`src/rtl/ifetch_prefetch_pkg.sv`:
```
// Shared definitions for the instruction prefetch unit.
//   RESET_PC_DEFAULT : fetch PC used when the top is not overridden.
//   NOP_INSTR        : canonical NOP (addi x0,x0,0), used by downstream
//                      flush/bubble logic when it has to fill an empty slot.
//   fetch_state_e    : RUN while every response is fresh, FLUSH while stale
//                      responses from before a redirect are still arriving.
package ifetch_prefetch_pkg;

  localparam logic [31:0] RESET_PC_DEFAULT = 32'h0000_0000;
  localparam logic [31:0] NOP_INSTR        = 32'h0000_0013;

  typedef enum logic {
    ST_RUN   = 1'b0,
    ST_FLUSH = 1'b1
  } fetch_state_e;

endpackage

```
`src/rtl/fetch_fifo.sv`:
```
// Parameterised synchronous FIFO with a synchronous clear.
//   clk, rst  : clock, asynchronous active-low reset
//   clear     : empties the FIFO; takes priority over push and pop
//   push      : write push_data (ignored when full unless popping too)
//   pop       : remove the head (ignored when empty)
//   head      : data at the head (storage resets to zero)
//   count     : current occupancy, 0..DEPTH
// DEPTH must be a power of two so the pointers wrap naturally.
module fetch_fifo #(
  parameter int unsigned WIDTH = 64,
  parameter int unsigned DEPTH = 4
) (
  input  logic                     clk,
  input  logic                     rst,
  input  logic                     clear,
  input  logic                     push,
  input  logic [WIDTH-1:0]         push_data,
  input  logic                     pop,
  output logic [WIDTH-1:0]         head,
  output logic [$clog2(DEPTH):0]   count
);

  localparam int unsigned AW = $clog2(DEPTH);
  localparam logic [AW-1:0] PTR_ONE  = AW'(1);
  localparam logic [AW:0]   CNT_ONE  = (AW+1)'(1);
  localparam logic [AW:0]   CNT_FULL = (AW+1)'(DEPTH);

  logic [WIDTH-1:0] mem [DEPTH];
  logic [AW-1:0]    wr_ptr;
  logic [AW-1:0]    rd_ptr;
  logic             push_en;
  logic             pop_en;

  assign pop_en  = pop && (count != '0);
  assign push_en = push && ((count != CNT_FULL) || pop_en);
  assign head    = mem[rd_ptr];

  always_ff @(posedge clk or negedge rst) begin
    if (!rst) begin
      for (int unsigned i = 0; i < DEPTH; i++) begin
        mem[AW'(i)] <= '0;
      end
      wr_ptr <= '0;
      rd_ptr <= '0;
      count  <= '0;
    end else if (clear) begin
      wr_ptr <= '0;
      rd_ptr <= '0;
      count  <= '0;
    end else begin
      if (push_en) begin
        mem[wr_ptr] <= push_data;
        wr_ptr      <= wr_ptr + PTR_ONE;
      end
      if (pop_en) begin
        rd_ptr <= rd_ptr + PTR_ONE;
      end
      case ({push_en, pop_en})
        2'b10:   count <= count + CNT_ONE;
        2'b01:   count <= count - CNT_ONE;
        default: count <= count;
      endcase
    end
  end

endmodule

```
`src/rtl/ifetch_prefetch.sv`:
```
// Instruction prefetch unit feeding the IF/ID register.
//   clk, rst        : clock, asynchronous active-low reset
//   imem_req_*      : in-order fetch requests (valid/ready), word-aligned addr
//   imem_rsp_*      : in-order responses, no backpressure
//   redirect_*      : EX redirect; flushes the buffer, later responses for
//                     requests issued before it are discarded
//   out_*           : buffered {pc, instr} head towards decode (valid/ready)
// Issue is throttled so that in-flight requests plus buffered entries never
// exceed DEPTH, which keeps both FIFOs and all counters from overflowing.
module ifetch_prefetch
  import ifetch_prefetch_pkg::*;
#(
  parameter int unsigned DEPTH    = 4,
  parameter logic [31:0] RESET_PC = RESET_PC_DEFAULT
) (
  input  logic        clk,
  input  logic        rst,
  output logic        imem_req_valid,
  output logic [31:0] imem_req_addr,
  input  logic        imem_req_ready,
  input  logic        imem_rsp_valid,
  input  logic [31:0] imem_rsp_data,
  input  logic        redirect_valid,
  input  logic [31:0] redirect_pc,
  output logic        out_valid,
  output logic [31:0] out_instr,
  output logic [31:0] out_pc,
  output logic [31:0] out_pc_plus4,
  input  logic        out_ready
);

  localparam int unsigned CW = $clog2(DEPTH) + 1;
  localparam logic [CW-1:0] CNT_ONE = CW'(1);
  localparam logic [CW:0]   OCC_MAX = (CW+1)'(DEPTH);

  fetch_state_e  state, state_next;
  logic [31:0]   fetch_pc;
  logic          issue_en;
  logic [CW-1:0] inflight;
  logic [CW-1:0] inflight_next;
  logic [CW-1:0] fifo_count;
  logic [CW-1:0] drop, drop_next;
  logic [CW:0]   occupancy;
  logic          req_fire;
  logic          rsp_drop;
  logic          rsp_keep;
  logic [31:0]   rsp_pc;
  logic [63:0]   out_head;
  logic          redirect_pc_unused;

  // Targets are word-aligned; the low bits carry no information.
  assign redirect_pc_unused = ^redirect_pc[1:0];

  assign occupancy      = {1'b0, inflight} + {1'b0, fifo_count};
  assign imem_req_valid = issue_en && (occupancy < OCC_MAX);
  assign imem_req_addr  = fetch_pc;
  assign req_fire       = imem_req_valid && imem_req_ready;

  assign rsp_drop = imem_rsp_valid && (state == ST_FLUSH);
  // A fresh response arriving with a redirect is discarded by the FIFO clear.
  assign rsp_keep = imem_rsp_valid && (state == ST_RUN);

  assign inflight_next = inflight + (req_fire ? CNT_ONE : '0)
                                  - (imem_rsp_valid ? CNT_ONE : '0);

  // The pc queue occupancy is the in-flight count; each response pops the
  // PC of the request it answers, so stale and fresh stay matched by order.
  fetch_fifo #(
    .WIDTH (32),
    .DEPTH (DEPTH)
  ) u_pc_queue (
    .clk       (clk),
    .rst       (rst),
    .clear     (1'b0),
    .push      (req_fire),
    .push_data (fetch_pc),
    .pop       (imem_rsp_valid),
    .head      (rsp_pc),
    .count     (inflight)
  );

  fetch_fifo #(
    .WIDTH (64),
    .DEPTH (DEPTH)
  ) u_out_fifo (
    .clk       (clk),
    .rst       (rst),
    .clear     (redirect_valid),
    .push      (rsp_keep),
    .push_data ({rsp_pc, imem_rsp_data}),
    .pop       (out_valid && out_ready),
    .head      (out_head),
    .count     (fifo_count)
  );

  assign out_valid    = (fifo_count != '0);
  assign out_pc       = out_head[63:32];
  assign out_instr    = out_head[31:0];
  assign out_pc_plus4 = out_pc + 32'd4;

  always_ff @(posedge clk or negedge rst) begin
    if (!rst) begin
      state    <= ST_RUN;
      drop     <= '0;
      fetch_pc <= RESET_PC;
      issue_en <= 1'b0;
    end else begin
      state    <= state_next;
      drop     <= drop_next;
      issue_en <= 1'b1;
      if (redirect_valid) begin
        fetch_pc <= {redirect_pc[31:2], 2'b00};
      end else if (req_fire) begin
        fetch_pc <= fetch_pc + 32'd4;
      end
    end
  end

  // Every request still outstanding after this cycle, including one accepted
  // in the redirect cycle itself, predates the redirect and is stale.
  always_comb begin
    state_next = state;
    drop_next  = drop;
    if (redirect_valid) begin
      drop_next = inflight_next;
    end else if (rsp_drop) begin
      drop_next = drop - CNT_ONE;
    end
    case (state)
      ST_RUN: begin
        if (redirect_valid && (drop_next != '0)) begin
          state_next = ST_FLUSH;
        end
      end
      ST_FLUSH: begin
        if (redirect_valid) begin
          state_next = (drop_next != '0) ? ST_FLUSH : ST_RUN;
        end else if (rsp_drop && (drop == CNT_ONE)) begin
          state_next = ST_RUN;
        end
      end
      default: state_next = ST_RUN;
    endcase
  end

endmodule
```
`config.mk`:
```
export PLATFORM = sky130hd
export DESIGN_NAME = ifetch_prefetch
export DESIGN_NICKNAME = d
export VERILOG_FILES = /design/src/rtl/ifetch_prefetch_pkg.sv /design/src/rtl/fetch_fifo.sv /design/src/rtl/ifetch_prefetch.sv
export SDC_FILE = /design/constraint.sdc
export NUM_CORES = 1
export LEC_CHECK = 0
export CAP_MARGIN = 20
export CORE_MARGIN = 2
export CORE_UTILIZATION = 45
export CTS_CLUSTER_DIAMETER = 200
export DETAILED_ROUTE_END_ITERATION = 16
export GPL_ROUTABILITY_DRIVEN = 0
export PLACE_DENSITY = 0.72
export SYNTH_ARGS = -nofsm -noshare
export SYNTH_HDL_FRONTEND = slang
export SYNTH_SLANG_ARGS = --single-unit
```
`constraint.sdc`:
```
create_clock -name clk -period 7.64 [get_ports clk]
set_input_delay 1.528 -clock clk [delete_from_list [all_inputs] [get_ports clk]]
set_output_delay 1.528 -clock clk [all_outputs]
set_load 0.03 [all_outputs]
```
; ---- Word-level counts from Yosys, hierarchy flattened
; Index checks and enable logic that the tools add are counted.
[op_classes]
eq_ne = 7
n_mux = 30
add_sub_neg = 14
n_reduce_logical = 24
bitwise_logic = 6
order_cmp = 7
[op_table]
columns = cell, count
row1 = bitwise mux 256 bit, 1
row2 = 2-to-1 mux 64 bit, 3
row3 = 2-to-1 mux 32 bit, 5
row4 = binary-select mux 64 bit (select 2 bit), 1
row5 = bitwise mux 128 bit, 1
row6 = demux 64 bit (select 2 bit), 1
row7 = adder 32 x 3 -> 32 bit (second input constant), 2
row8 = binary-select mux 32 bit (select 2 bit), 1
row9 = demux 32 bit (select 2 bit), 1
row10 = logical AND 1 bit, 13
row11 = greater-or-equal comparator 3 bit (second input constant), 4
row12 = NOT 2 -> 3 bit, 4
row13 = case mux 3 bit (2 select lines), 2
row14 = nonzero test 3 bit, 4
row15 = 2-to-1 mux 3 bit, 3
row16 = subtractor 3 x 1 -> 3 bit (second input constant), 3
row17 = adder 2 x 1 -> 2 bit (second input constant), 4
row18 = 2-to-1 mux 2 bit, 4
row19 = nonzero test 2 bit, 4
row20 = adder 3 x 1 -> 3 bit (second input constant), 2
row21 = less-than comparator 3 x 1 -> 1 bit (second input constant), 2
row22 = 2-to-1 mux 1 bit, 6
row23 = != test 3 bit (second input constant), 2
row24 = adder 3 x 3 -> 4 bit, 1
row25 = other kinds (10), 14
[word_totals]
regBits = 435
output_inout_bits = 130

; ---- Depth between registers and ports, before layout
[depth]
ltp_word = 12
ltp_mapped = 11

; ---- By module
; From an unflattened synthesis, not the netlist that was laid out.
[unflattened]
hier_cells = 1410
hier_area_um2 = 22492.8
[by_module_without_submodules]
columns = mod, area_per_inst_um2, n_inst, cells_each
row1 = fetch_fifo at u_out_fifo, 12821.0, 1, 678
row2 = fetch_fifo at u_pc_queue, 6727.7, 1, 373
row3 = ifetch_prefetch, 2944.1, 1, 359

; ---- Worst setup path before layout
; No wires, ideal clock.
[synth_timing]
kind = reg-to-output
from = register u_out_fifo.rd_ptr[0]
to = output port out_pc_plus4[28]
required_ns = 6.112
path_slack_ns = 3.479
path_stages_with_launch = 9
t_arrival_ns = 2.633
path_buffers = 2
path_cell_list = dfrtp_1 -> buf_4 -> buf_2 -> mux4_2 -> ha_1 -> nand3_1 -> nor4_4 -> nand4_1 -> xnor2_1
[synth_between]
elab_chain_cells = 5
[synth_rtl]
columns = element, line
row1 = "start, declared", fetch_fifo.sv:30  ; logic [AW-1:0] rd_ptr;
row2 = "start signal, assigned", fetch_fifo.sv:56  ; rd_ptr <= rd_ptr + PTR_ONE;
row3 = NOT 2 -> 3 bit (not written as such), fetch_fifo.sv:36  ; assign head = mem[rd_ptr];
row4 = binary-select mux 64 bit (select 2 bit), fetch_fifo.sv:36
row5 = 2-to-1 mux 64 bit (not written as such) (2 in series), fetch_fifo.sv:36
row6 = named net out_pc[2], ifetch_prefetch.sv:27  ; output logic [31:0] out_pc,
row7 = adder 32 x 3 -> 32 bit, ifetch_prefetch.sv:99  ; assign out_pc_plus4 = out_pc + 32'd4;
row8 = "end, declared", ifetch_prefetch.sv:28  ; output logic [31:0] out_pc_plus4,
; The timed path passes the listed nets, and every way through them passes these cells. The select of a mux whose other input is x is not followed.

; ---- Worst setup path in the final report
[layout_timing]
from = register u_out_fifo.rd_ptr[0]
to = output port out_pc_plus4[29]
[layout_between]
elab_chain_cells = 5
[layout_rtl]
columns = element, line
row1 = NOT 2 -> 3 bit (not written as such), fetch_fifo.sv:36
row2 = binary-select mux 64 bit (select 2 bit), fetch_fifo.sv:36
row3 = 2-to-1 mux 64 bit (not written as such) (2 in series), fetch_fifo.sv:36
row4 = adder 32 x 3 -> 32 bit, ifetch_prefetch.sv:99
; No other way between the ends. The select of a mux whose other input is x is not followed.

==> flow_summary.rst <==
.. list-table::
   :header-rows: 1

   * - Metric
     - Value
   * - Site Rows
     - 75
   * - Maximum vdd drop
     - 0.209 mV
   * - Insertion delay of the later-clocked pin in the worst-skew pair
     - 0.58 ns
   * - Final Worst Setup Slack
     - 1.64 ns
   * - Critical R2R Launch
     - u_pc_queue.count[2]
   * - Worst Hold Depth
     - 1
   * - Setup repair after global routing missed its margin
     - false
   * - Fraction of final layout cells with drive strength greater than 1
     - 0.361
   * - Worst slew margin relative to its limit
     - 0.316
   * - Vias after detailed routing
     - 11400
   * - Ratio of final minimum period to clock period
     - 0.785
   * - Cell at the root of the clock tree
     - sky130_fd_sc_hd__clkbuf_16
   * - Hold Crit Endpoint
     - u_pc_queue.mem[26]
   * - Die Footprint
     - 44400 um2
   * - Count of cells along the worst register-to-register path
     - 6
   * - Cell type with the highest aggregate area in the netlist
     - sky130_fd_sc_hd__dfrtp_1
   * - Critical Path Start Type
     - flop
   * - Largest net degree at the start of global routing
     - 136
   * - Run status
     - finished clean
   * - Prevailing post-synth register cell
     - sky130_fd_sc_hd__dfrtp_1
   * - Area share of the leading cell type in the synthesized netlist
     - 0.543
   * - Design area
     - 23200 um2
   * - Avg Inst Size Synth
     - 14.8 um2
   * - Detailed-route wire length per cell
     - 21.3 um
   * - Global router's overall resource usage
     - 0.200
   * - CTS tree
     - built
   * - Source of the worst hold timing path
     - u_pc_queue.mem[26]
   * - Final min period
     - 6.00 ns
   * - Worst R2R Setup Slack
     - 4.02 ns
   * - Number of buffers created by CTS
     - 45
   * - Initial cell density of the core
     - 0.457
   * - First-iteration detailed-routing DRC count
     - 548
   * - Number of max-cap violations
     - 0
   * - Worst EP required
     - 6.11 ns
   * - Worst Max-Slew Pin Slew
     - 1.02 ns
   * - Setup tns final
     - 0 ns
   * - ANT nets after route
     - 0
   * - Grt total ovfl
     - 0
   * - Worst hold slack after final layout
     - 0.490 ns
   * - Worst R2R End
     - u_pc_queue.mem[121]
   * - Ys Warns
     - 0
   * - Post-synth EDFFs
     - 0
   * - Area after DPL
     - 21500 um2
   * - Pwr Density
     - 392 nW/um2
   * - Number of buffers inserted by port buffering
     - 191
   * - Wire length of the first global-routing pass
     - 69.1 mm
   * - Setup clock skew after layout
     - 0.0281 ns
   * - Cts-stage hold buffer count
     - 0
   * - Final setup vio count
     - 0
   * - Max-slew violation count
     - 0
   * - Critical path fanouts, max
     - 35
   * - DRC viols
     - 0
   * - Post-detailed-routing wire length
     - 43.4 mm
   * - Cell with the most instances after synthesis
     - sky130_fd_sc_hd__dfrtp_1
   * - Number of nets in the final layout
     - 1559
   * - Resized cells post-CTS
     - 0
   * - Pwr Total
     - 0.00908 W
   * - Achievable Freq
     - 167 MHz
   * - Critical path endpoint category
     - output port
   * - Per-cell via count in the routed design
     - 5.58
   * - Post-detailed-placement half-perimeter wirelength
     - 28.0 mm
   * - ANT cells
     - 0
   * - Via count of the first global-routing pass
     - 12200
   * - Sequential-to-total area share from yosys stat
     - 0.543
   * - Floorplan die width
     - 211 um
   * - Number of iterations in the first detailed-routing pass
     - 5
   * - Crit Path Class
     - reg -> out
   * - Number of buffers on the longest clock path
     - 3
   * - Number of setup buffers added after CTS
     - 0
   * - Count of endpoints failing hold in the final timing report
     - 0
   * - Cells after synthesis
     - 1303
   * - Num Clock Sinks
     - 417
   * - Unique cell type count in the Yosys netlist
     - 44
   * - Synthesized flop and latch total
     - 417
   * - Arrival time of the worst setup path
     - 4.47 ns
   * - Total standard cell area after synthesis
     - 19200 um2
   * - Top area cells in the synthesized netlist
     - sky130_fd_sc_hd__dfrtp_1 54%, sky130_fd_sc_hd__mux2_2 21%, sky130_fd_sc_hd__mux4_2 11%
   * - Placeable core area
     - 42000 um2
   * - Area delta synth->final
     - 20.5%
   * - Worst-path clk slew
     - 0.06 ns
   * - Die Ht
     - 211 um
   * - Static leakage
     - 10.2 nW
   * - Post-synth top cells
     - 417 x sky130_fd_sc_hd__dfrtp_1, 351 x sky130_fd_sc_hd__mux2_2, 92 x sky130_fd_sc_hd__mux4_2, 52 x sky130_fd_sc_hd__nand2_1, 47 x sky130_fd_sc_hd__xnor2_1
   * - HP Class
     - reg -> reg
   * - Async set or reset register ratio after synthesis
     - 1.00
   * - Number of antenna violations at the first check in global routing
     - 0
   * - Setup WS pre-CTS
     - 2.14 ns
   * - Ports
     - 200
   * - H-tree Lvls
     - 2
==> sequential cells by signal (all words and copies together) (netlist names) <==
signal	flops
u_out_fifo.mem	248
u_pc_queue.mem	120
imem_req_addr	30
drop	3
u_out_fifo.count	3
u_pc_queue.count	3
u_out_fifo.rd_ptr	2
u_out_fifo.wr_ptr	2
u_pc_queue.rd_ptr	2
u_pc_queue.wr_ptr	2
issue_en	1
state	1
==> routing by layer <==
metal | global-route usage | vias up | routed length (um)
li1 | - | 5088 | -
met5 | 0 | - | 0
met4 | 0.0651 | 0 | 1230
met1 | 0.281 | 5978 | 20000
met3 | 0.0343 | 72 | 1960
met2 | 0.319 | 271 | 20200
==> where the power goes <==
group	internal (W)	leakage [nW]	total, W	switching (W)
Combinational	0.00169	3.94	0.00342	0.00173
Clock	0.00146	0.795	0.00235	0.000891
Sequential	0.00284	5.46	0.00330	0.000464
Total	0.00599	10.2	0.00908	0.00308
==> cell type report <==
| class | instances | area, um2 |
|---|---|---|
| Inverter | 23 | 86.3 |
| Clock buffer | 68 | 1360 |
| Sequential cell | 417 | 10400 |
| Fill cell | 3398 | 18900 |
| Clock inverter | 15 | 258 |
| Multi-Input combinational cell | 778 | 8320 |
| Tap cell | 539 | 674 |
| Timing Repair Buffer | 204 | 2020 |
==> worst max path at each step <==
stage,from,to,slack [ns]
CTS,u_out_fifo.rd_ptr[0],out_pc_plus4[29],1.50
finish,u_out_fifo.rd_ptr[0],out_pc_plus4[29],1.64
global route,u_out_fifo.rd_ptr[0],out_pc_plus4[29],1.26
global placement,u_out_fifo.rd_ptr[0],out_pc_plus4[29],2.17
detailed placement,u_out_fifo.rd_ptr[0],out_pc_plus4[29],2.14
floorplan,u_out_fifo.rd_ptr[0],out_pc_plus4[28],3.48
==> critical path: stages (launching register included) <==
cell	delay (ns)
sky130_fd_sc_hd__dfrtp_4	0.90
sky130_fd_sc_hd__buf_4	0.64
sky130_fd_sc_hd__mux4_2	0.42
sky130_fd_sc_hd__nand3_1	0.12
sky130_fd_sc_hd__nor4_1	0.54
sky130_fd_sc_hd__nand3_1	0.19
sky130_fd_sc_hd__xnor2_1	0.31
sky130_fd_sc_hd__clkdlybuf4s50_1	0.72
==> cells in the final DEF (no fill, tap or decap), drive strengths merged, types with 4 or more instances in the layout <==
cell and n:
dfrtp 417, mux2 369, clkdlybuf4s50 189, mux4 92, clkbuf 68, nand2 52
xnor2 47, nand3 33, o21ai 33, xor2 23, inv 23, nor2 22
nand4 17, ha 17, nor4 16, buf 15, clkinv 8, and3 8
nor3 7, conb 7, bufinv 7, and2 4, and4 4
==> cells by family (layout without fill, tap and decap cells) <==
kind of cell,count (synthesis),in the layout,synth area share
AND/OR/NAND/NOR,173,173,0.0464
AO/OA/AOI/OAI,44,44,0.0127
buffers and inverters,113,310,0.0262
other,2,7,0.000391
adder cells (fa/ha/maj),20,20,0.0142
XOR/XNOR,70,70,0.0319
flip-flops,417,417,0.543
multiplexers,464,464,0.325
==> per-stage QoR <==
| step | std cells | util |
|---|---|---|
| 2_1_floorplan | 1308 | - |
| 3_3_place_gp | 1960 | 0.512 |
| 3_5_place_dp | 1960 | 0.512 |
| 4_1_cts | 2043 | 0.550 |
| 5_1_grt | 2044 | 0.551 |
| 6_report | 2044 | 0.551 |
Power figures use the tool's default switching activity.
